===== config.mk =====
export PLATFORM = sky130hd
export DESIGN_NAME = ad7606_cap_sched
export DESIGN_NICKNAME = d
export VERILOG_FILES = /design/src/rtl/ad7606_cap_sched.sv
export SDC_FILE = /design/constraint.sdc
export NUM_CORES = 1
export LEC_CHECK = 0
export BUFFER_PORTS_ARGS = -buffer_cell sky130_fd_sc_hd__buf_4
export CAP_MARGIN = 10
export CORE_MARGIN = 5
export CORE_UTILIZATION = 62
export DETAILED_ROUTE_END_ITERATION = 8
export PLACE_DENSITY = 0.89
export SYNTH_ARGS = -nofsm -noshare
export SYNTH_HDL_FRONTEND = slang
export SYNTH_SLANG_ARGS = --single-unit
export TNS_END_PERCENT = 10

===== constraint.sdc =====
create_clock -name i_clk -period 12.89 [get_ports i_clk]
set_input_delay 1.289 -clock i_clk [delete_from_list [all_inputs] [get_ports i_clk]]
set_output_delay 1.289 -clock i_clk [all_outputs]
set_load 0.02 [all_outputs]

===== src/rtl/ad7606_cap_sched.sv =====
// AD7606 capture scheduler: paces conversion/seek pulses at a programmed period.
// Optional packet watchdog is enabled with `define CAP_TIMEOUT_EN.
module ad7606_cap_sched #(
  parameter int PERIOD_MIN  = 200,
  parameter int TIMEOUT_CYC = 4096,
  parameter int FRAME_W     = 16
) (
  input  logic               i_clk,
  input  logic               i_rst_n,
  input  logic               i_cfg_valid,
  input  logic [7:0]         i_cfg_chnnel_num,
  input  logic [31:0]        i_cfg_period,
  input  logic [FRAME_W-1:0] i_cfg_frames,
  input  logic               i_start,
  input  logic               i_stop,
  output logic               o_conv_req,
  output logic               o_cap_seek,
  output logic [7:0]         o_cap_chnnel_num,
  input  logic               i_pkt_last,
  output logic               o_busy,
  output logic               o_done,
  output logic               o_cfg_err,
  output logic               o_overrun,
  output logic [FRAME_W-1:0] o_frame_cnt,
  output logic               o_err_timeout
);

  localparam logic [1:0] S_IDLE = 2'd0;
  localparam logic [1:0] S_TRIG = 2'd1;
  localparam logic [1:0] S_WPKT = 2'd2;
  localparam logic [1:0] S_WPER = 2'd3;

  logic [1:0]         r_state;
  logic [1:0]         w_next;
  logic [31:0]        r_period;
  logic [31:0]        r_per_cnt;
  logic [FRAME_W-1:0] r_frames;
  logic [FRAME_W-1:0] r_frame_cnt;
  logic [FRAME_W-1:0] w_cnt_inc;
  logic [7:0]         r_ch;
  logic               r_stop_pend;
  logic               r_trig;
  logic               r_busy;
  logic               r_done;
  logic               r_cfg_err;
  logic               r_overrun;
  logic               w_stop;
  logic               w_done;
  logic               w_ovr;
  logic               w_wd_hit;
  logic               w_go;

  assign w_stop    = r_stop_pend | i_stop;
  assign w_cnt_inc = r_frame_cnt + FRAME_W'(1);
  assign w_go      = (r_state == S_IDLE) && i_start && !i_stop;

  // Next-state decision and one-shot event flags
  always_comb begin
    w_next = r_state;
    w_done = 1'b0;
    w_ovr  = 1'b0;
    case (r_state)
      S_IDLE: begin
        if (w_go) w_next = S_TRIG;
      end
      S_TRIG: begin
        if (w_stop) begin
          w_next = S_IDLE;
          w_done = 1'b1;
        end else begin
          w_next = S_WPKT;
        end
      end
      S_WPKT: begin
        if (i_pkt_last) begin
          if ((r_frames != '0) && (w_cnt_inc == r_frames)) begin
            w_next = S_IDLE;
            w_done = 1'b1;
          end else if (w_stop) begin
            w_next = S_IDLE;
            w_done = 1'b1;
          end else if (r_per_cnt == 32'd0) begin
            w_next = S_TRIG;
            w_ovr  = 1'b1;
          end else begin
            w_next = S_WPER;
          end
        end else if (w_wd_hit) begin
          w_next = S_IDLE;
        end
      end
      S_WPER: begin
        if (w_stop) begin
          w_next = S_IDLE;
          w_done = 1'b1;
        end else if (r_per_cnt == 32'd0) begin
          w_next = S_TRIG;
        end
      end
      default: w_next = S_IDLE;
    endcase
  end

  // State register and registered control outputs
  always_ff @(posedge i_clk or negedge i_rst_n) begin
    if (!i_rst_n) begin
      r_state <= S_IDLE;
      r_trig  <= 1'b0;
      r_busy  <= 1'b0;
      r_done  <= 1'b0;
    end else begin
      r_state <= w_next;
      r_trig  <= (w_next == S_TRIG);
      r_busy  <= (w_next != S_IDLE);
      r_done  <= w_done;
    end
  end

  // Period counter: loaded on TRIG entry, so the TRIG cycle counts as period clock one
  always_ff @(posedge i_clk or negedge i_rst_n) begin
    if (!i_rst_n) begin
      r_per_cnt <= 32'd0;
    end else if (w_next == S_TRIG) begin
      r_per_cnt <= r_period - 32'd1;
    end else if ((r_state != S_IDLE) && (r_per_cnt != 32'd0)) begin
      r_per_cnt <= r_per_cnt - 32'd1;
    end
  end

  // Stop request latch, cleared whenever the run returns to IDLE
  always_ff @(posedge i_clk or negedge i_rst_n) begin
    if (!i_rst_n) begin
      r_stop_pend <= 1'b0;
    end else if (w_next == S_IDLE) begin
      r_stop_pend <= 1'b0;
    end else if (i_stop && (r_state != S_IDLE)) begin
      r_stop_pend <= 1'b1;
    end
  end

  // Frame counter and sticky overrun, both cleared by an accepted start
  always_ff @(posedge i_clk or negedge i_rst_n) begin
    if (!i_rst_n) begin
      r_frame_cnt <= '0;
      r_overrun   <= 1'b0;
    end else if (w_go) begin
      r_frame_cnt <= '0;
      r_overrun   <= 1'b0;
    end else begin
      if ((r_state == S_WPKT) && i_pkt_last) r_frame_cnt <= w_cnt_inc;
      if (w_ovr) r_overrun <= 1'b1;
    end
  end

  // Config write: only in IDLE and only with a legal channel count
  always_ff @(posedge i_clk or negedge i_rst_n) begin
    if (!i_rst_n) begin
      r_ch      <= 8'd8;
      r_period  <= 32'(PERIOD_MIN);
      r_frames  <= '0;
      r_cfg_err <= 1'b0;
    end else begin
      r_cfg_err <= 1'b0;
      if (i_cfg_valid) begin
        if ((r_state != S_IDLE) || (i_cfg_chnnel_num == 8'd0) ||
            (i_cfg_chnnel_num > 8'd8)) begin
          r_cfg_err <= 1'b1;
        end else begin
          r_ch     <= i_cfg_chnnel_num;
          r_frames <= i_cfg_frames;
          r_period <= (i_cfg_period < 32'(PERIOD_MIN)) ?
                      32'(PERIOD_MIN) : i_cfg_period;
        end
      end
    end
  end

`ifdef CAP_TIMEOUT_EN
  localparam int WD_W = $clog2(TIMEOUT_CYC + 1);
  logic [WD_W-1:0] r_wd;
  logic            r_to;

  assign w_wd_hit = (r_wd == WD_W'(TIMEOUT_CYC - 1));

  // Watchdog counts clocks since the seek while the packet is outstanding
  always_ff @(posedge i_clk or negedge i_rst_n) begin
    if (!i_rst_n) begin
      r_wd <= '0;
      r_to <= 1'b0;
    end else begin
      if (w_next == S_TRIG) r_wd <= '0;
      else if ((r_state == S_TRIG) || (r_state == S_WPKT)) r_wd <= r_wd + WD_W'(1);
      else r_wd <= '0;
      if (w_go) r_to <= 1'b0;
      else if ((r_state == S_WPKT) && !i_pkt_last && w_wd_hit) r_to <= 1'b1;
    end
  end

  assign o_err_timeout = r_to;
`else
  assign w_wd_hit      = (TIMEOUT_CYC < 0);
  assign o_err_timeout = 1'b0;
`endif

  assign o_conv_req       = r_trig;
  assign o_cap_seek       = r_trig;
  assign o_cap_chnnel_num = r_ch;
  assign o_busy           = r_busy;
  assign o_done           = r_done;
  assign o_cfg_err        = r_cfg_err;
  assign o_overrun        = r_overrun;
  assign o_frame_cnt      = r_frame_cnt;

endmodule


# --- Word-level counts from Yosys, hierarchy flattened ---
# Cells that the tools add are included.
# W data, S select, Z words.
word_totals:
  regBits: 112
  in_bits: 62
  elab_cells: 76
classes:
  add_sub_neg: 3
  magnitude_cmp: 2
  eq_ne: 5
  n_mux: 29
  bitwise: 2
  n_reduce_logical: 23
op_table:
  columns: ["op", "count"]
  rows:
  - ["$mux W32", 3]
  - ["$sub A32 B1 Y32 const B", 2]
  - ["$logic_not A32 Y1", 1]
  - ["$lt A32 B8 Y1 const B", 1]
  - ["$mux W16", 2]
  - ["$reduce_bool A32 Y1", 1]
  - ["$add A16 B1 Y16 const B", 1]
  - ["$eq A16 B16 Y1", 1]
  - ["$mux W2", 8]
  - ["$reduce_bool A16 Y1", 1]
  - ["$mux W1", 14]
  - ["$reduce_bool A2 Y1", 6]
  - ["$gt A8 B4 Y1 const B", 1]
  - ["$logic_not A8 Y1", 1]
  - ["$pmux W2 S4", 1]
  - ["$logic_and A1 B1 Y1", 6]
  - ["$eq A2 B1 Y1 const B", 2]
  - ["$eq A2 B2 Y1 const B", 2]
  - ["$logic_not A2 Y1", 2]
  - ["$logic_or A1 B1 Y1", 2]
  - ["$pmux W1 S2", 1]
  - ["$reduce_and A2 Y1", 1]
  - ["$reduce_or A2 Y1", 1]
  - ["$logic_not A1 Y1", 1]
  - ["2 further kinds", 2]

# --- Depth between registers and ports, before layout ---
# Gate-level depths: netlist (run 1).
logic_depth:
  word_depth: 8
  ltp_mapped: 20
  depth_no_buf: 17

# --- Worst setup path before layout (run 1) ---
# No wires, ideal clock.
synth_path:
  kind: "flip-flop to flip-flop"
  startpoint: "reg r_frame_cnt[0] (netlist: o_frame_cnt[0])"
  endpoint: "reg r_per_cnt[30]"
  setup_time_ns: 0.130
  t_arrival_ns: 4.655
  path_slack_ns: 8.105
  path_stages_with_launch: 21
  path_buffers: 3
  synth_period_minus_slack_ns: 4.785
  cell_sequence: "dfrtp_1 > ha_1 > buf_2 > nand3_1 > o21ai_0 > or4b_2 > nor4_1 > nor4b_1 > or3_1 > buf_2 > buf_2 > mux2i_1 > ha_1 > nand2b_1 > nor4_1 > nand2_1 > nor2_1 > nand2_1 > nor3b_1 > xnor2_1 > mux2i_1"
synth_between:
  elab_chain_cells: 8
  elab_cells_between_ends: 9
synth_rtl:
  columns: ["element", "line", "text"]
  rows:
  - ["start, declared", "38", "logic [FRAME_W-1:0] r_frame_cnt;"]
  - ["start signal, assigned", "150", "if ((r_state == S_WPKT) && i_pkt_last) r_frame_cnt <= w_cnt_inc;"]
  - ["$add A16 B1 Y16 *", "54", "assign w_cnt_inc = r_frame_cnt + FRAME_W'(1);"]
  - ["$eq A16 B16 Y1 *", "76", "if ((r_frames != '0) && (w_cnt_inc == r_frames)) begin"]
  - ["$logic_and A1 B1 Y1 *", "76", null]
  - ["$mux W2 *", "76", null]
  - ["$mux W2 *", "75", "if (i_pkt_last) begin"]
  - ["$pmux W2 S4 *", "62", "case (r_state)"]
  - ["$eq A2 B1 Y1 *", "123", "end else if (w_next == S_TRIG) begin"]
  - ["$mux W32 / $reduce_bool A2 Y1 (equally long branches)", null, null]
  - ["end signal, assigned", "124", "r_per_cnt <= r_period - 32'd1;"]
  - ["end signal, assigned", "126", "r_per_cnt <= r_per_cnt - 32'd1;"]
  - ["end, declared", "36", "logic [31:0] r_per_cnt;"]
# Every way passes the cells marked *; elsewhere a longest branch is shown, timed or not.
# A chain may end at the register's enable or synchronous reset.

# --- Final worst setup path (run 1) ---
# Ends and elaborated chain as after synthesis.

==> impl_results.html, run 1 <==
<table>
<tr><th>Metric</th><th>Value</th></tr>
<tr><th colspan="2">Run status</th></tr>
<tr><td>Status</td><td>completed</td></tr>
<tr><th colspan="2">Clock network</th></tr>
<tr><td>H-tree depth</td><td>3</td></tr>
<tr><td>Clock input transition at the sequential cells of the worst setup and hold paths</td><td>0.12 ns</td></tr>
<tr><td>CTS tree</td><td>done</td></tr>
<tr><td>Number of hold buffers added after cts</td><td>0</td></tr>
<tr><td>Post-CTS Setup Bufs</td><td>0</td></tr>
<tr><td>Number of clock sinks seen by CTS</td><td>112</td></tr>
<tr><td>Number of clock buffers inserted by TritonCTS</td><td>9</td></tr>
<tr><td>Worst-Skew Late Latency</td><td>0.40 ns</td></tr>
<tr><td>Maximum clock path buffer count</td><td>2</td></tr>
<tr><td>Root Buffer</td><td>clkbuf_8</td></tr>
<tr><td>PostCTS Resize Cnt</td><td>0</td></tr>
<tr><th colspan="2">Die</th></tr>
<tr><td>Die ar.</td><td>12,000 um^2</td></tr>
<tr><td>Starting density of the core</td><td>63.0%</td></tr>
<tr><td>Top-level I/O count</td><td>93</td></tr>
<tr><td># rows</td><td>36</td></tr>
<tr><td>Die span in x</td><td>109 um</td></tr>
<tr><td>Core footprint</td><td>9730 um^2</td></tr>
<tr><td>Die span in y</td><td>109 um</td></tr>
<tr><th colspan="2">Finish</th></tr>
<tr><td>Net count reported at finish</td><td>751</td></tr>
<tr><td>Share of post-route cells with drive strength above 1</td><td>21.5%</td></tr>
<tr><td>Area growth from synthesis to layout</td><td>14.9%</td></tr>
<tr><td>Most common cell after layout, fill and taps aside</td><td>dfrtp_1</td></tr>
<tr><td>Antenna cell count</td><td>0</td></tr>
<tr><td>Commonest non-fill, non-tap cells in the layout</td><td>108 x dfrtp_1, 93 x buf_4, 50 x xnor2_1, 50 x nor2_1, 39 x nand2_1</td></tr>
<tr><th colspan="2">Power and ir drop</th></tr>
<tr><td>Static power due to leakage</td><td>0.00312 uW</td></tr>
<tr><td>Areal power density over the cells</td><td>184 nW/um^2</td></tr>
<tr><td>Worst ir drop on vdd</td><td>0.000111 V</td></tr>
<tr><th colspan="2">Timing</th></tr>
<tr><td>Sum of negative setup slack</td><td>0 ns</td></tr>
<tr><td>Crit share post-route</td><td>44.6%</td></tr>
<tr><td>Headroom to the max-slew limit</td><td>21.3%</td></tr>
<tr><td>Clock skew</td><td>0.0142 ns</td></tr>
<tr><td>Count of final setup violators</td><td>0</td></tr>
<tr><td>Setup repair after global routing missed its margin</td><td>no</td></tr>
<tr><td>Slew @ Worst Pin</td><td>1.18 ns</td></tr>
<tr><td>Number of pins exceeding their max-slew limit in the final report</td><td>0</td></tr>
<tr><td>Hold Violations, Final</td><td>0</td></tr>
<tr><td>Max Fclk</td><td>174 MHz</td></tr>
<tr><td>Final hold slack</td><td>0.505 ns</td></tr>
<tr><td>Time the final worst path needs with I/O delays and setup</td><td>5.74 ns</td></tr>
<tr><th colspan="2">Synthesis</th></tr>
<tr><td>Cell count after synthesis</td><td>615</td></tr>
<tr><td>Synthesized Nets</td><td>679</td></tr>
<tr><td>Syn_area_per_cell</td><td>9.96 um^2</td></tr>
<tr><td>Library cells used by synthesis</td><td>60</td></tr>
<tr><td>Sequential area share after synthesis</td><td>45.8%</td></tr>
<tr><td>Post-Syn Area</td><td>6130 um^2</td></tr>
<tr><td>Number of warnings printed during yosys synthesis</td><td>0</td></tr>
<tr><td>Number of register bits inferred by synthesis</td><td>112</td></tr>
<tr><td>Number of synthesized flops with an enable pin</td><td>0</td></tr>
<tr><td>Fraction of registers with async set or reset after synthesis</td><td>100%</td></tr>
<tr><td>Leading register cell type out of synthesis</td><td>dfrtp_1</td></tr>
<tr><th colspan="2">GRT</th></tr>
<tr><td>Global-route congestion overflow total</td><td>0</td></tr>
<tr><td>Met1 usage in global routing</td><td>39.8%</td></tr>
<tr><td>Initial antenna violation count</td><td>0</td></tr>
<tr><td>Pin count of the biggest net entering global routing</td><td>60</td></tr>
<tr><td>Routing usage on met3</td><td>6.99%</td></tr>
<tr><td>First-pass GRT wire length</td><td>25,100 um</td></tr>
<tr><td>Fraction of met2 tracks used by global routing</td><td>40.1%</td></tr>
<tr><td>Routing layer with the top usage in global route</td><td>met2</td></tr>
<tr><td>Via count of the first global-routing pass</td><td>4,870</td></tr>
<tr><td>Total routing usage reported by global routing</td><td>26.8%</td></tr>
<tr><th colspan="2">Setup path</th></tr>
<tr><td>Reg2Reg Capture Point</td><td>r_per_cnt[30]</td></tr>
<tr><td>Worst Path Required</td><td>13.16 ns</td></tr>
<tr><td>Count of cells along the worst register-to-register path</td><td>18</td></tr>
<tr><td>Crit-path max cell delay</td><td>0.64 ns</td></tr>
<tr><td>Worst setup path startpoint</td><td>o_frame_cnt[0]</td></tr>
<tr><td>End of the critical path</td><td>r_per_cnt[30]</td></tr>
<tr><td>Crit. path cell count</td><td>18</td></tr>
<tr><td>Internal reg-to-reg setup slack</td><td>7.15 ns</td></tr>
<tr><td>Crit Path Max Fanout</td><td>59</td></tr>
<tr><td>Kind of cell adding the most delay to the critical path</td><td>simple AND/OR/NAND/NOR gates</td></tr>
<tr><td>Worst Path Buf+Inv</td><td>1</td></tr>
<tr><td>Arrival time at the worst endpoint</td><td>6.02 ns</td></tr>
<tr><td>Cell type of the slowest stage on the worst timing path</td><td>or4b_2</td></tr>
<tr><td>Cell Chain, Critical Path</td><td>ha_1, nand3_1, o21ai_0, or4b_2, nor4_1, nor4b_1, or3_2, buf_4, mux2i_1, ha_1, nand2b_1, nor4_1, nand2_1, nor2_1, nand2_1, nor3b_1, xnor2_1, mux2i_1</td></tr>
<tr><td>Critical path class</td><td>reg2reg</td></tr>
<tr><td>Worst setup EP type</td><td>flop</td></tr>
<tr><td>Worst R2R Start</td><td>o_frame_cnt[0]</td></tr>
<tr><td>Worst setup SP type</td><td>flop</td></tr>
<tr><th colspan="2">Detailed routing</th></tr>
<tr><td>Vias post-DR</td><td>4,989</td></tr>
<tr><td>Number of remaining DRC errors</td><td>0</td></tr>
<tr><td>Total detailed-routing wirelength</td><td>15,200 um</td></tr>
<tr><td>Per-cell via count in the routed design</td><td>6.05</td></tr>
<tr><td>Final ANT Viol Nets</td><td>0</td></tr>
<tr><td>Routed length per placed instance</td><td>18.4 um</td></tr>
<tr><td>Iteration-0 DRC count of the detailed router</td><td>361</td></tr>
<tr><td>Iteration count of the initial detailed-routing pass</td><td>5</td></tr>
<tr><th colspan="2">Placed design</th></tr>
<tr><td>Total of buffers placed on input and output ports</td><td>91</td></tr>
<tr><td>Routability Congestion</td><td>0.898</td></tr>
<tr><td>Post-detailed-placement half-perimeter wirelength</td><td>11,400 um</td></tr>
<tr><th colspan="2">Hold path</th></tr>
<tr><td>Hold Path Cell Cnt</td><td>1</td></tr>
<tr><td>Path type of the worst min-delay path</td><td>reg2reg</td></tr>
<tr><th colspan="2">Run</th></tr>
<tr><td>Count of max-cap constraint violations</td><td>0</td></tr>
</table>
worst min path at each step:
stage,slack (ns),end,start
after floorplan,0.47,r_per_cnt[0],r_period[0]
after global placement,0.47,o_cap_chnnel_num[6],o_cap_chnnel_num[6]
after detailed placement,0.48,o_cap_chnnel_num[7],o_cap_chnnel_num[7]
after CTS,0.51,o_cap_chnnel_num[5],o_cap_chnnel_num[5]
after global routing,0.53,o_cap_chnnel_num[5],o_cap_chnnel_num[5]
final,0.50,o_cap_chnnel_num[4],o_cap_chnnel_num[4]
power by group:
part	switching, uW	total, uW	internal, uW
clock network	131	205	74.4
logic	254	488	234
registers	135	600	465
area by class of cell:
cell class / count / area (um^2)
multi-input combinational: 462 / 3150
sequential: 112 / 2810
fill: 735 / 2690
timing repair buffer: 93 / 698
tap: 133 / 166
clock buffer: 9 / 124
clock inverter: 7 / 63.8
inverter: 9 / 33.8
state kept, by name, summed over array words and instances (netlist names):
signal            count
r_state               2
o_cap_chnnel_num      8
r_period             32
o_done                1
o_cap_seek            1
o_overrun             1
o_cfg_err             1
o_busy                1
r_stop_pend           1
r_frames             16
r_per_cnt            32
o_frame_cnt          16
synthesized netlist by cell type, drive strengths merged (2+ instances only):
library cell | instances | area share [%]
dfrtp | 108 | 44
nor2 | 51 | 3.1
xnor2 | 50 | 7.1
nand2 | 40 | 2.4
a21oi | 32 | 2.6
o21ai | 32 | 2.6
a22o | 29 | 4.1
nor4 | 29 | 3.5
nor3 | 28 | 2.3
mux2 | 23 | 4.2
xor2 | 23 | 3.3
clkbuf | 21 | 1.3
nand3 | 13 | 1.1
buf | 11 | 1.1
mux2i | 10 | 1.6
or3 | 10 | 1.0
inv | 9 | 0.55
or4 | 9 | 1.2
and4 | 8 | 1.1
nand4 | 7 | 0.82
a31oi | 5 | 0.51
and2 | 5 | 0.51
and3 | 5 | 0.51
nor3b | 5 | 0.61
o31ai | 5 | 0.61
dfstp | 4 | 1.7
nor2b | 4 | 0.41
nand2b | 3 | 0.31
o41ai | 3 | 0.43
and3b | 2 | 0.29
ha | 2 | 0.41
nand3b | 2 | 0.24
nor4b | 2 | 0.29
o211ai | 2 | 0.24
o31a | 2 | 0.29
or2 | 2 | 0.20
xnor3 | 2 | 0.73
metal layers:
metal,part of all wire [%],vias to the layer above,wire [um]
met5,0,-,0
met4,0.52,0,79
met3,7.0,8,1060
met2,47,176,7110
met1,46,2423,6920
li1,-,2382,-
worst register-to-register path: stages (launching register included):
cell	delay, ns
dfrtp_1	0.49
ha_1	0.33
nand3_1	0.31
o21ai_0	0.23
or4b_2	0.64
nor4_1	0.26
nor4b_1	0.23
or3_2	0.15
buf_4	0.48
mux2i_1	0.30
ha_1	0.32
nand2b_1	0.18
nor4_1	0.48
nand2_1	0.21
nor2_1	0.29
nand2_1	0.16
nor3b_1	0.31
xnor2_1	0.16
mux2i_1	0.08
kinds of logic (layout without fill, tap and decap cells):
kind of cell	Yosys count	in the layout	synth area share [%]
other	1	1	0.0612
xor gates and xnor gates	75	75	11.2
muxes	33	33	5.86
and+or+nand+nor	228	228	20.4
AOI/OAI and AO/OA	123	123	13.4
buffers and inverters	41	118	2.92
DFF	112	112	45.8
adders and majority gates	2	2	0.408
stage by stage:
step	instances	power, uW	setup WS [ns]	area, um^2	util [%]
2_1_floorplan	615	934	8.11	6130	-
3_3_place_gp	809	1050	7.57	6850	70.4
3_5_place_dp	809	1080	7.25	6850	70.4
4_1_cts	825	1290	7.21	7040	72.4
5_1_grt	825	1380	6.57	7040	72.4
6_report	825	1290	7.15	7040	72.4
Note: power is estimated with default switching activity, not from simulation.
==> run 2, diff against run 1 <==
--- a/config.mk
+++ b/config.mk
@@ -8,9 +8,9 @@
 export BUFFER_PORTS_ARGS = -buffer_cell sky130_fd_sc_hd__buf_4
 export CAP_MARGIN = 10
 export CORE_MARGIN = 5
-export CORE_UTILIZATION = 62
+export CORE_UTILIZATION = 57
 export DETAILED_ROUTE_END_ITERATION = 8
-export PLACE_DENSITY = 0.89
+export PLACE_DENSITY = 0.83
 export SYNTH_ARGS = -nofsm -noshare
 export SYNTH_HDL_FRONTEND = slang
 export SYNTH_SLANG_ARGS = --single-unit
==> constraint.sdc (replaced) <==
create_clock -name i_clk -period 5.3 [get_ports i_clk]
set_input_delay 0.53 -clock i_clk [delete_from_list [all_inputs] [get_ports i_clk]]
set_output_delay 0.53 -clock i_clk [all_outputs]
set_load 0.02 [all_outputs]
==> run 2 against run 1 <==
Net effect:
- hold slack got worse by 0.28 ns
- fmax rose by 19%
- critical path depth shrank 1
- register-to-register slack got worse by 6.7 ns
- routed wire length is 2.1% lower
- utilization down 4.0 points
- sequential share of layout area is 0.47 points lower
- clock skew is 0.0014 ns lower
- largest power group unchanged
==> impl_results.html, run 2 (synthesized netlist as in run 1, its figures left out) <==
<table>
<tr><th>Metric</th><th>Value</th></tr>
<tr><th colspan="2">Run status</th></tr>
<tr><td>Status</td><td>completed</td></tr>
<tr><th colspan="2">Clock network</th></tr>
<tr><td>Post-CTS Setup Bufs</td><td>0 (unchanged)</td></tr>
<tr><td>Maximum clock path buffer count</td><td>2 (unchanged)</td></tr>
<tr><td>Number of hold buffers added after cts</td><td>0 (unchanged)</td></tr>
<tr><td>Worst-Skew Late Latency</td><td>0.39 ns (about the same)</td></tr>
<tr><td>Clock input transition at the sequential cells of the worst setup and hold paths</td><td>0.10 ns (-0.02 ns)</td></tr>
<tr><td>Number of clock buffers inserted by TritonCTS</td><td>9 (unchanged)</td></tr>
<tr><td>H-tree depth</td><td>3 (unchanged)</td></tr>
<tr><td>Number of clock sinks seen by CTS</td><td>112 (unchanged)</td></tr>
<tr><td>PostCTS Resize Cnt</td><td>0 (unchanged)</td></tr>
<tr><td>CTS tree</td><td>done</td></tr>
<tr><td>Root Buffer</td><td>clkbuf_8</td></tr>
<tr><th colspan="2">GRT</th></tr>
<tr><td>Initial antenna violation count</td><td>0 (unchanged)</td></tr>
<tr><td>Via count of the first global-routing pass</td><td>5,021 (+3.1%)</td></tr>
<tr><td>Global-route congestion overflow total</td><td>0 (unchanged)</td></tr>
<tr><td>First-pass GRT wire length</td><td>25,100 um (+0.30%)</td></tr>
<tr><td>Total routing usage reported by global routing</td><td>23.8% (-3.1 points)</td></tr>
<tr><td>Pin count of the biggest net entering global routing</td><td>65 (+8.3%)</td></tr>
<tr><th colspan="2">Setup path</th></tr>
<tr><td>Worst setup SP type</td><td>flop</td></tr>
<tr><td>Crit Path Max Fanout</td><td>9 (-85%)</td></tr>
<tr><td>Cell Chain, Critical Path</td><td>ha_2, nand3_2, o21ai_0, or4b_2, nor4_1, nor4b_1, or3_2, mux2i_1, ha_1, nand2b_1, nor4_1, nand2_1, nor2_1, nand2_1, nor4_1, xnor2_1, mux2i_1</td></tr>
<tr><td>Critical path class</td><td>reg2reg</td></tr>
<tr><td>Crit-path max cell delay</td><td>0.62 ns (-0.02 ns)</td></tr>
<tr><td>Cell type of the slowest stage on the worst timing path</td><td>or4b_2</td></tr>
<tr><td>Worst Path Buf+Inv</td><td>0 (-1)</td></tr>
<tr><td>Count of cells along the worst register-to-register path</td><td>17 (-1)</td></tr>
<tr><td>Kind of cell adding the most delay to the critical path</td><td>simple AND/OR/NAND/NOR gates</td></tr>
<tr><td>Library cell appearing most often on the critical path</td><td>nor4_1</td></tr>
<tr><td>Reg2Reg Capture Point</td><td>r_per_cnt[28]</td></tr>
<tr><td>Worst Path Required</td><td>5.57 ns (-7.59 ns)</td></tr>
<tr><td>Worst setup EP type</td><td>flop</td></tr>
<tr><td>Arrival time at the worst endpoint</td><td>5.11 ns (-0.91 ns)</td></tr>
<tr><td>Internal reg-to-reg setup slack</td><td>0.46 ns (-6.69 ns)</td></tr>
<tr><td>Worst R2R Start</td><td>o_frame_cnt[0]</td></tr>
<tr><th colspan="2">Finish</th></tr>
<tr><td>Area growth from synthesis to layout</td><td>16.3%</td></tr>
<tr><td>Final non-filler cell area</td><td>7130 um^2 (+1.2%)</td></tr>
<tr><td>Net count reported at finish</td><td>755 (+0.53%)</td></tr>
<tr><td>Area occupied by multi-input gates</td><td>3160 um^2 (+0.24%)</td></tr>
<tr><td>Area occupied by registers</td><td>2810 um^2 (unchanged)</td></tr>
<tr><td>Most common cell after layout, fill and taps aside</td><td>dfrtp_1</td></tr>
<tr><td>Commonest non-fill, non-tap cells in the layout</td><td>108 x dfrtp_1, 97 x buf_4, 50 x xnor2_1, 50 x nor2_1, 39 x nand2_1</td></tr>
<tr><td>Antenna cell count</td><td>0 (unchanged)</td></tr>
<tr><td>Filler cells</td><td>789 (+7.3%)</td></tr>
<tr><td>Leading registers by flop count</td><td>r_per_cnt: 32 flops, r_period: 32 flops</td></tr>
<tr><td>Share of post-route cells with drive strength above 1</td><td>22.3% (+0.74 points)</td></tr>
<tr><th colspan="2">Placed design</th></tr>
<tr><td>Post-detailed-placement half-perimeter wirelength</td><td>11,000 um (-3.8%)</td></tr>
<tr><td>Total of buffers placed on input and output ports</td><td>91 (unchanged)</td></tr>
<tr><td>Area post-placement</td><td>6890 um^2 (+0.49%)</td></tr>
<tr><td>Routability Congestion</td><td>0.886 (-1.3%)</td></tr>
<tr><th colspan="2">Detailed routing</th></tr>
<tr><td>Routed length per placed instance</td><td>17.8 um (-3.0%)</td></tr>
<tr><td>Per-cell via count in the routed design</td><td>6.14 (+1.5%)</td></tr>
<tr><td>Iteration count of the initial detailed-routing pass</td><td>5 (unchanged)</td></tr>
<tr><td>Iteration-0 DRC count of the detailed router</td><td>353 (-2.2%)</td></tr>
<tr><td>Number of remaining DRC errors</td><td>0 (unchanged)</td></tr>
<tr><td>Vias post-DR</td><td>5,105 (+2.3%)</td></tr>
<tr><td>Total detailed-routing wirelength</td><td>14,800 um (-2.1%)</td></tr>
<tr><td>Final ANT Viol Nets</td><td>0 (unchanged)</td></tr>
<tr><th colspan="2">Timing</th></tr>
<tr><td>Hold Violations, Final</td><td>0 (unchanged)</td></tr>
<tr><td>Number of pins exceeding their max-slew limit in the final report</td><td>0 (unchanged)</td></tr>
<tr><td>Crit share post-route</td><td>91.3% (+47 points)</td></tr>
<tr><td>Clock skew</td><td>0.0128 ns (-0.00136 ns)</td></tr>
<tr><td>Setup repair after global routing missed its margin</td><td>no</td></tr>
<tr><td>Max Fclk</td><td>207 MHz (+19%)</td></tr>
<tr><td>Sum of negative setup slack</td><td>0 ns (unchanged)</td></tr>
<tr><td>Time the final worst path needs with I/O delays and setup</td><td>4.84 ns (-0.904 ns)</td></tr>
<tr><td>Headroom to the max-slew limit</td><td>21.4% (+0.11 points)</td></tr>
<tr><td>Count of final setup violators</td><td>0 (unchanged)</td></tr>
<tr><td>Slew @ Worst Pin</td><td>1.18 ns (-0.00159 ns)</td></tr>
<tr><th colspan="2">Hold path</th></tr>
<tr><td>Path type of the worst min-delay path</td><td>in2async</td></tr>
<tr><th colspan="2">Run</th></tr>
<tr><td>Count of max-cap constraint violations</td><td>0 (unchanged)</td></tr>
<tr><th colspan="2">Die</th></tr>
<tr><td>Top-level I/O count</td><td>93 (unchanged)</td></tr>
<tr><td>Die ar.</td><td>12,900 um^2 (+8.0%)</td></tr>
<tr><td>Die span in x</td><td>114 um (+3.9%)</td></tr>
<tr><td>Die span in y</td><td>114 um (+3.9%)</td></tr>
<tr><td>Core footprint</td><td>10,400 um^2 (+7.1%)</td></tr>
<tr><td>Starting density of the core</td><td>58.8% (-4.2 points)</td></tr>
<tr><td># rows</td><td>37 (+2.8%)</td></tr>
<tr><th colspan="2">Power and ir drop</th></tr>
<tr><td>Static power due to leakage</td><td>0.00316 uW (+1.1%)</td></tr>
<tr><td>Areal power density over the cells</td><td>453 nW/um^2 (+150%)</td></tr>
<tr><td>Worst ir drop on vdd</td><td>0.000274 V (+150%)</td></tr>
</table>
[run 2: changes by cell type in the layout (fill, tap and decap cells not counted)]
cell	delta
inv_6	-1
ha_2	+1
nand3_2	+1
buf_4	+4
ha_1	-1
inv_8	-2
nand3_1	-1
clkbuf_8	+1
bufinv_16	+2
[run 2: area by class of cell]
type	count	area share, %
repair buffers	97	10.2
clock buffers	10	1.93
inverters	9	0.474
multi-input cells	462	44.3
well taps	136	2.39
flip-flops and latches	112	39.4
clock inverters	6	1.30
[run 2: power breakdown]
part / leakage, uW / internal [uW] / switching, uW
combinational: 0.00160 / 576 / 603
clock: 0.000109 / 281 / 300
sequential: 0.00145 / 1130 / 336
[run 2: through the flow]
stage | setup slack (ns) | std cells | util [%] | hold slack (ns) | total power (uW)
6_report | 0.459 | 832 | 68.4 | 0.223 | 3230
5_1_grt | 0.0406 | 832 | 68.4 | 0.304 | 3440
4_1_cts | 0.311 | 832 | 68.3 | 0.256 | 3220
3_5_place_dp | 0.330 | 816 | 66.1 | 0.476 | 2630
3_3_place_gp | 0.534 | 816 | 66.1 | 0.475 | 2560
2_1_floorplan | 0.515 | 615 | - | 0.234 | 2270
[run 2: per-layer routing]
metal	share of wire, %	vias up	global-route usage [%]
met5	0	-	0
met4	1.3	0	6.81
met3	6.9	15	5.68
met2	46	191	36.3
met1	46	2518	34.0
li1	-	2381	-
[run 2: how the worst max path moves through the flow]
stage | depth (start not counted) | end | start
CTS | 17 | r_per_cnt[28] | o_frame_cnt[0]
finish | 17 | r_per_cnt[28] | o_frame_cnt[0]
floorplan | 20 | r_per_cnt[30] | o_frame_cnt[0]
global placement | 17 | r_per_cnt[30] | o_frame_cnt[0]
global route | 17 | r_per_cnt[28] | o_frame_cnt[0]
detailed placement | 17 | r_per_cnt[28] | o_frame_cnt[0]
==> run 3, diff against run 2 <==
--- a/config.mk
+++ b/config.mk
@@ -7,10 +7,10 @@
 export LEC_CHECK = 0
 export BUFFER_PORTS_ARGS = -buffer_cell sky130_fd_sc_hd__buf_4
 export CAP_MARGIN = 10
-export CORE_MARGIN = 5
-export CORE_UTILIZATION = 57
+export CORE_MARGIN = 2
+export CORE_UTILIZATION = 40
 export DETAILED_ROUTE_END_ITERATION = 8
-export PLACE_DENSITY = 0.83
+export PLACE_DENSITY = 0.62
 export SYNTH_ARGS = -nofsm -noshare
 export SYNTH_HDL_FRONTEND = slang
 export SYNTH_SLANG_ARGS = --single-unit
==> run 3 against run 2 <==
Net effect:
- clock power increased by 35%
- fmax rose by 1.1%
- via count fell by 1.8%
- critical path type unchanged
- critical endpoint is now r_per_cnt[30]
- largest power group unchanged
==> impl_results.html, run 3 (synthesized netlist as in run 1, its figures left out) <==
<table>
<tr><th>Metric</th><th>Value</th></tr>
<tr><th colspan="2">Timing</th></tr>
<tr><td>Headroom to the max-slew limit</td><td>30.5% (+9.1 points)</td></tr>
<tr><td>Clock skew</td><td>0.00947 ns (-0.00334 ns)</td></tr>
<tr><td>Setup repair after global routing missed its margin</td><td>no</td></tr>
<tr><td>Max Fclk</td><td>209 MHz (+1.1%)</td></tr>
<tr><td>Number of pins exceeding their max-slew limit in the final report</td><td>0 (unchanged)</td></tr>
<tr><td>Hold Violations, Final</td><td>0 (unchanged)</td></tr>
<tr><td>Count of final setup violators</td><td>0 (unchanged)</td></tr>
<tr><td>Sum of negative setup slack</td><td>0 ns (unchanged)</td></tr>
<tr><td>Slew @ Worst Pin</td><td>1.04 ns (-0.135 ns)</td></tr>
<tr><td>Time the final worst path needs with I/O delays and setup</td><td>4.79 ns (-0.0540 ns)</td></tr>
<tr><td>Crit share post-route</td><td>90.3% (-1.0 points)</td></tr>
<tr><th colspan="2">Setup path</th></tr>
<tr><td>Worst R2R Start</td><td>o_frame_cnt[0]</td></tr>
<tr><td>Worst setup EP type</td><td>flop</td></tr>
<tr><td>Arrival time at the worst endpoint</td><td>4.99 ns (-0.12 ns)</td></tr>
<tr><td>Count of cells along the worst register-to-register path</td><td>17 (unchanged)</td></tr>
<tr><td>Reg2Reg Capture Point</td><td>r_per_cnt[30]</td></tr>
<tr><td>Worst setup SP type</td><td>flop</td></tr>
<tr><td>Critical path class</td><td>reg2reg</td></tr>
<tr><td>Crit Path Max Fanout</td><td>9 (unchanged)</td></tr>
<tr><td>Internal reg-to-reg setup slack</td><td>0.51 ns (+0.05 ns)</td></tr>
<tr><td>Worst Path Required</td><td>5.51 ns (-0.06 ns)</td></tr>
<tr><th colspan="2">Power and ir drop</th></tr>
<tr><td>Share of total power consumed by net switching</td><td>36.0% (-2.4 points)</td></tr>
<tr><td>Register share of total power</td><td>42.8% (-2.7 points)</td></tr>
<tr><td>Clock Power Share</td><td>22.9% (+4.9 points)</td></tr>
<tr><td>Internal Pwr Total</td><td>2180 uW (+9.8%)</td></tr>
<tr><td>Worst ir drop on vdd</td><td>0.000189 V (-31%)</td></tr>
<tr><td>Areal power density over the cells</td><td>466 nW/um^2 (+2.9%)</td></tr>
<tr><td>Switching component of the power</td><td>1230 uW (-0.87%)</td></tr>
<tr><td>Static power due to leakage</td><td>0.00322 uW (+2.0%)</td></tr>
<tr><td>Relative contribution of combinational cells to total power</td><td>34.2% (-2.3 points)</td></tr>
<tr><th colspan="2">Die</th></tr>
<tr><td># rows</td><td>45 (+22%)</td></tr>
<tr><td>Die span in y</td><td>128 um (+12%)</td></tr>
<tr><td>Starting density of the core</td><td>40.6% (-18 points)</td></tr>
<tr><td>Top-level I/O count</td><td>93 (unchanged)</td></tr>
<tr><td>Die ar.</td><td>16,300 um^2 (+26%)</td></tr>
<tr><td>Die span in x</td><td>128 um (+12%)</td></tr>
<tr><td>Core footprint</td><td>15,100 um^2 (+45%)</td></tr>
<tr><th colspan="2">Detailed routing</th></tr>
<tr><td>Final ANT Viol Nets</td><td>0 (unchanged)</td></tr>
<tr><td>Iteration count of the initial detailed-routing pass</td><td>4 (-1)</td></tr>
<tr><td>Routed length per placed instance</td><td>17.0 um (-5.0%)</td></tr>
<tr><td>Iteration-0 DRC count of the detailed router</td><td>297 (-16%)</td></tr>
<tr><td>Vias post-DR</td><td>5,013 (-1.8%)</td></tr>
<tr><td>Per-cell via count in the routed design</td><td>5.67 (-7.6%)</td></tr>
<tr><td>Total detailed-routing wirelength</td><td>15,000 um (+0.97%)</td></tr>
<tr><td>Number of remaining DRC errors</td><td>0 (unchanged)</td></tr>
<tr><th colspan="2">GRT</th></tr>
<tr><td>Via count of the first global-routing pass</td><td>4,700 (-6.4%)</td></tr>
<tr><td>First-pass GRT wire length</td><td>24,600 um (-2.2%)</td></tr>
<tr><td>Total routing usage reported by global routing</td><td>18.7% (-5.0 points)</td></tr>
<tr><td>Pin count of the biggest net entering global routing</td><td>81 (+25%)</td></tr>
<tr><td>Global-route congestion overflow total</td><td>0 (unchanged)</td></tr>
<tr><td>Initial antenna violation count</td><td>0 (unchanged)</td></tr>
<tr><th colspan="2">Placed design</th></tr>
<tr><td>Total of buffers placed on input and output ports</td><td>91 (unchanged)</td></tr>
<tr><td>Routability Congestion</td><td>0.845 (-4.6%)</td></tr>
<tr><td>Cell total after placement</td><td>867 (+6.3%)</td></tr>
<tr><td>Post-detailed-placement half-perimeter wirelength</td><td>10,900 um (-0.16%)</td></tr>
<tr><th colspan="2">Clock network</th></tr>
<tr><td>Post-CTS Setup Bufs</td><td>0 (unchanged)</td></tr>
<tr><td>Maximum clock path buffer count</td><td>2 (unchanged)</td></tr>
<tr><td>CTS tree</td><td>done</td></tr>
<tr><td>H-tree depth</td><td>3 (unchanged)</td></tr>
<tr><td>Number of clock sinks seen by CTS</td><td>112 (unchanged)</td></tr>
<tr><td>Root Buffer</td><td>clkbuf_16</td></tr>
<tr><td>Number of clock buffers inserted by TritonCTS</td><td>9 (unchanged)</td></tr>
<tr><td>Clock input transition at the sequential cells of the worst setup and hold paths</td><td>0.07 ns (-0.03 ns)</td></tr>
<tr><td>Worst-Skew Late Latency</td><td>0.35 ns (-0.04 ns)</td></tr>
<tr><th colspan="2">Finish</th></tr>
<tr><td>Antenna cell count</td><td>0 (unchanged)</td></tr>
<tr><td>Number of standard cells in the layout, taps in and fillers out</td><td>884 (+6.3%)</td></tr>
<tr><td>Commonest non-fill, non-tap cells in the layout</td><td>108 x dfrtp_1, 96 x buf_4, 50 x xnor2_1</td></tr>
<tr><td>Area growth from synthesis to layout</td><td>19.4%</td></tr>
<tr><td>Share of post-route cells with drive strength above 1</td><td>22.3% (unchanged)</td></tr>
<tr><td>Most common cell after layout, fill and taps aside</td><td>dfrtp_1</td></tr>
<tr><td>Filler cells</td><td>1,437 (+82%)</td></tr>
<tr><td>Net count reported at finish</td><td>755 (unchanged)</td></tr>
<tr><td>Leading registers by flop count</td><td>r_per_cnt: 32 flops, r_period: 32 flops</td></tr>
<tr><td>Post-layout utilization of the core</td><td>48.5% (-20 points)</td></tr>
<tr><th colspan="2">Hold path</th></tr>
<tr><td>Path type of the worst min-delay path</td><td>in2async</td></tr>
<tr><th colspan="2">Run</th></tr>
<tr><td>Count of max-cap constraint violations</td><td>0 (unchanged)</td></tr>
<tr><th colspan="2">Run status</th></tr>
<tr><td>Status</td><td>completed</td></tr>
</table>
## run 3: worst max-delay path by stage
stage | from | endpoint | cells after the start
3_5_place_dp | o_frame_cnt[0] | r_per_cnt[30] | 17
2_1_floorplan | o_frame_cnt[0] | r_per_cnt[30] | 20
5_1_grt | o_frame_cnt[0] | r_per_cnt[30] | 17
6_report | o_frame_cnt[0] | r_per_cnt[30] | 17
4_1_cts | o_frame_cnt[0] | r_per_cnt[30] | 17
3_3_place_gp | o_frame_cnt[0] | r_per_cnt[28] | 17
## run 3: stage by stage
step / total power, uW / area, um^2 / setup WS, ns / hold WS, ns
after floorplan: 2270 / 6130 / 0.515 / 0.234
after global placement: 2590 / 6950 / 0.481 / 0.474
after detailed placement: 2630 / 6950 / 0.272 / 0.472
after CTS: 3420 / 7290 / 0.227 / 0.372
after global routing: 3640 / 7320 / 0.0592 / 0.367
final: 3410 / 7320 / 0.513 / 0.364
## run 3: area by class of cell
| type | count | area, um^2 | area share (%) |
|---|---|---|---|
| clock inverter | 5 | 104 | 1.42 |
| timing repair buffer | 97 | 736 | 10.1 |
| sequential | 112 | 2810 | 38.4 |
| inverter | 9 | 33.8 | 0.462 |
| clock buffer | 11 | 243 | 3.32 |
| multi-input combinational | 462 | 3160 | 43.2 |
| tap | 188 | 235 | 3.21 |
## run 3: power groups by stage
stage               registers, uW  logic [uW]  clock network, uW
floorplan                    1400         874                  0
CTS                          1450        1170                799
detailed placement           1470        1160                  0
global route                 1500        1290                842
global placement             1450        1140                  0
finish                       1460        1170                781
## run 3: worst max-delay path, cell delays in order (launching register included)
cell      delay (ns)
dfrtp_1         0.47
ha_2            0.30
nand3_2         0.20
o21ai_0         0.20
or4b_2          0.63
nor4_1          0.27
nor4b_1         0.29
or3_2           0.23
mux2i_1         0.20
ha_1            0.34
nand2b_1        0.16
nor4_1          0.27
nand2_1         0.18
nor2_2          0.21
nand2_1         0.15
nor3b_1         0.29
xnor2_1         0.16
mux2i_1         0.09
## run 3: layer usage
metal  track usage, %  share of wire [%]
met1             28.5                 50
met3             2.96                4.8
met4             5.95                1.5
met5                0                  0
met2             27.2                 44
## run 3: what timing repair did
action	4_1_cts	5_1_grt
setup endpoints to repair	0	4
gates resized for setup	0	3
hold buffers	0	0
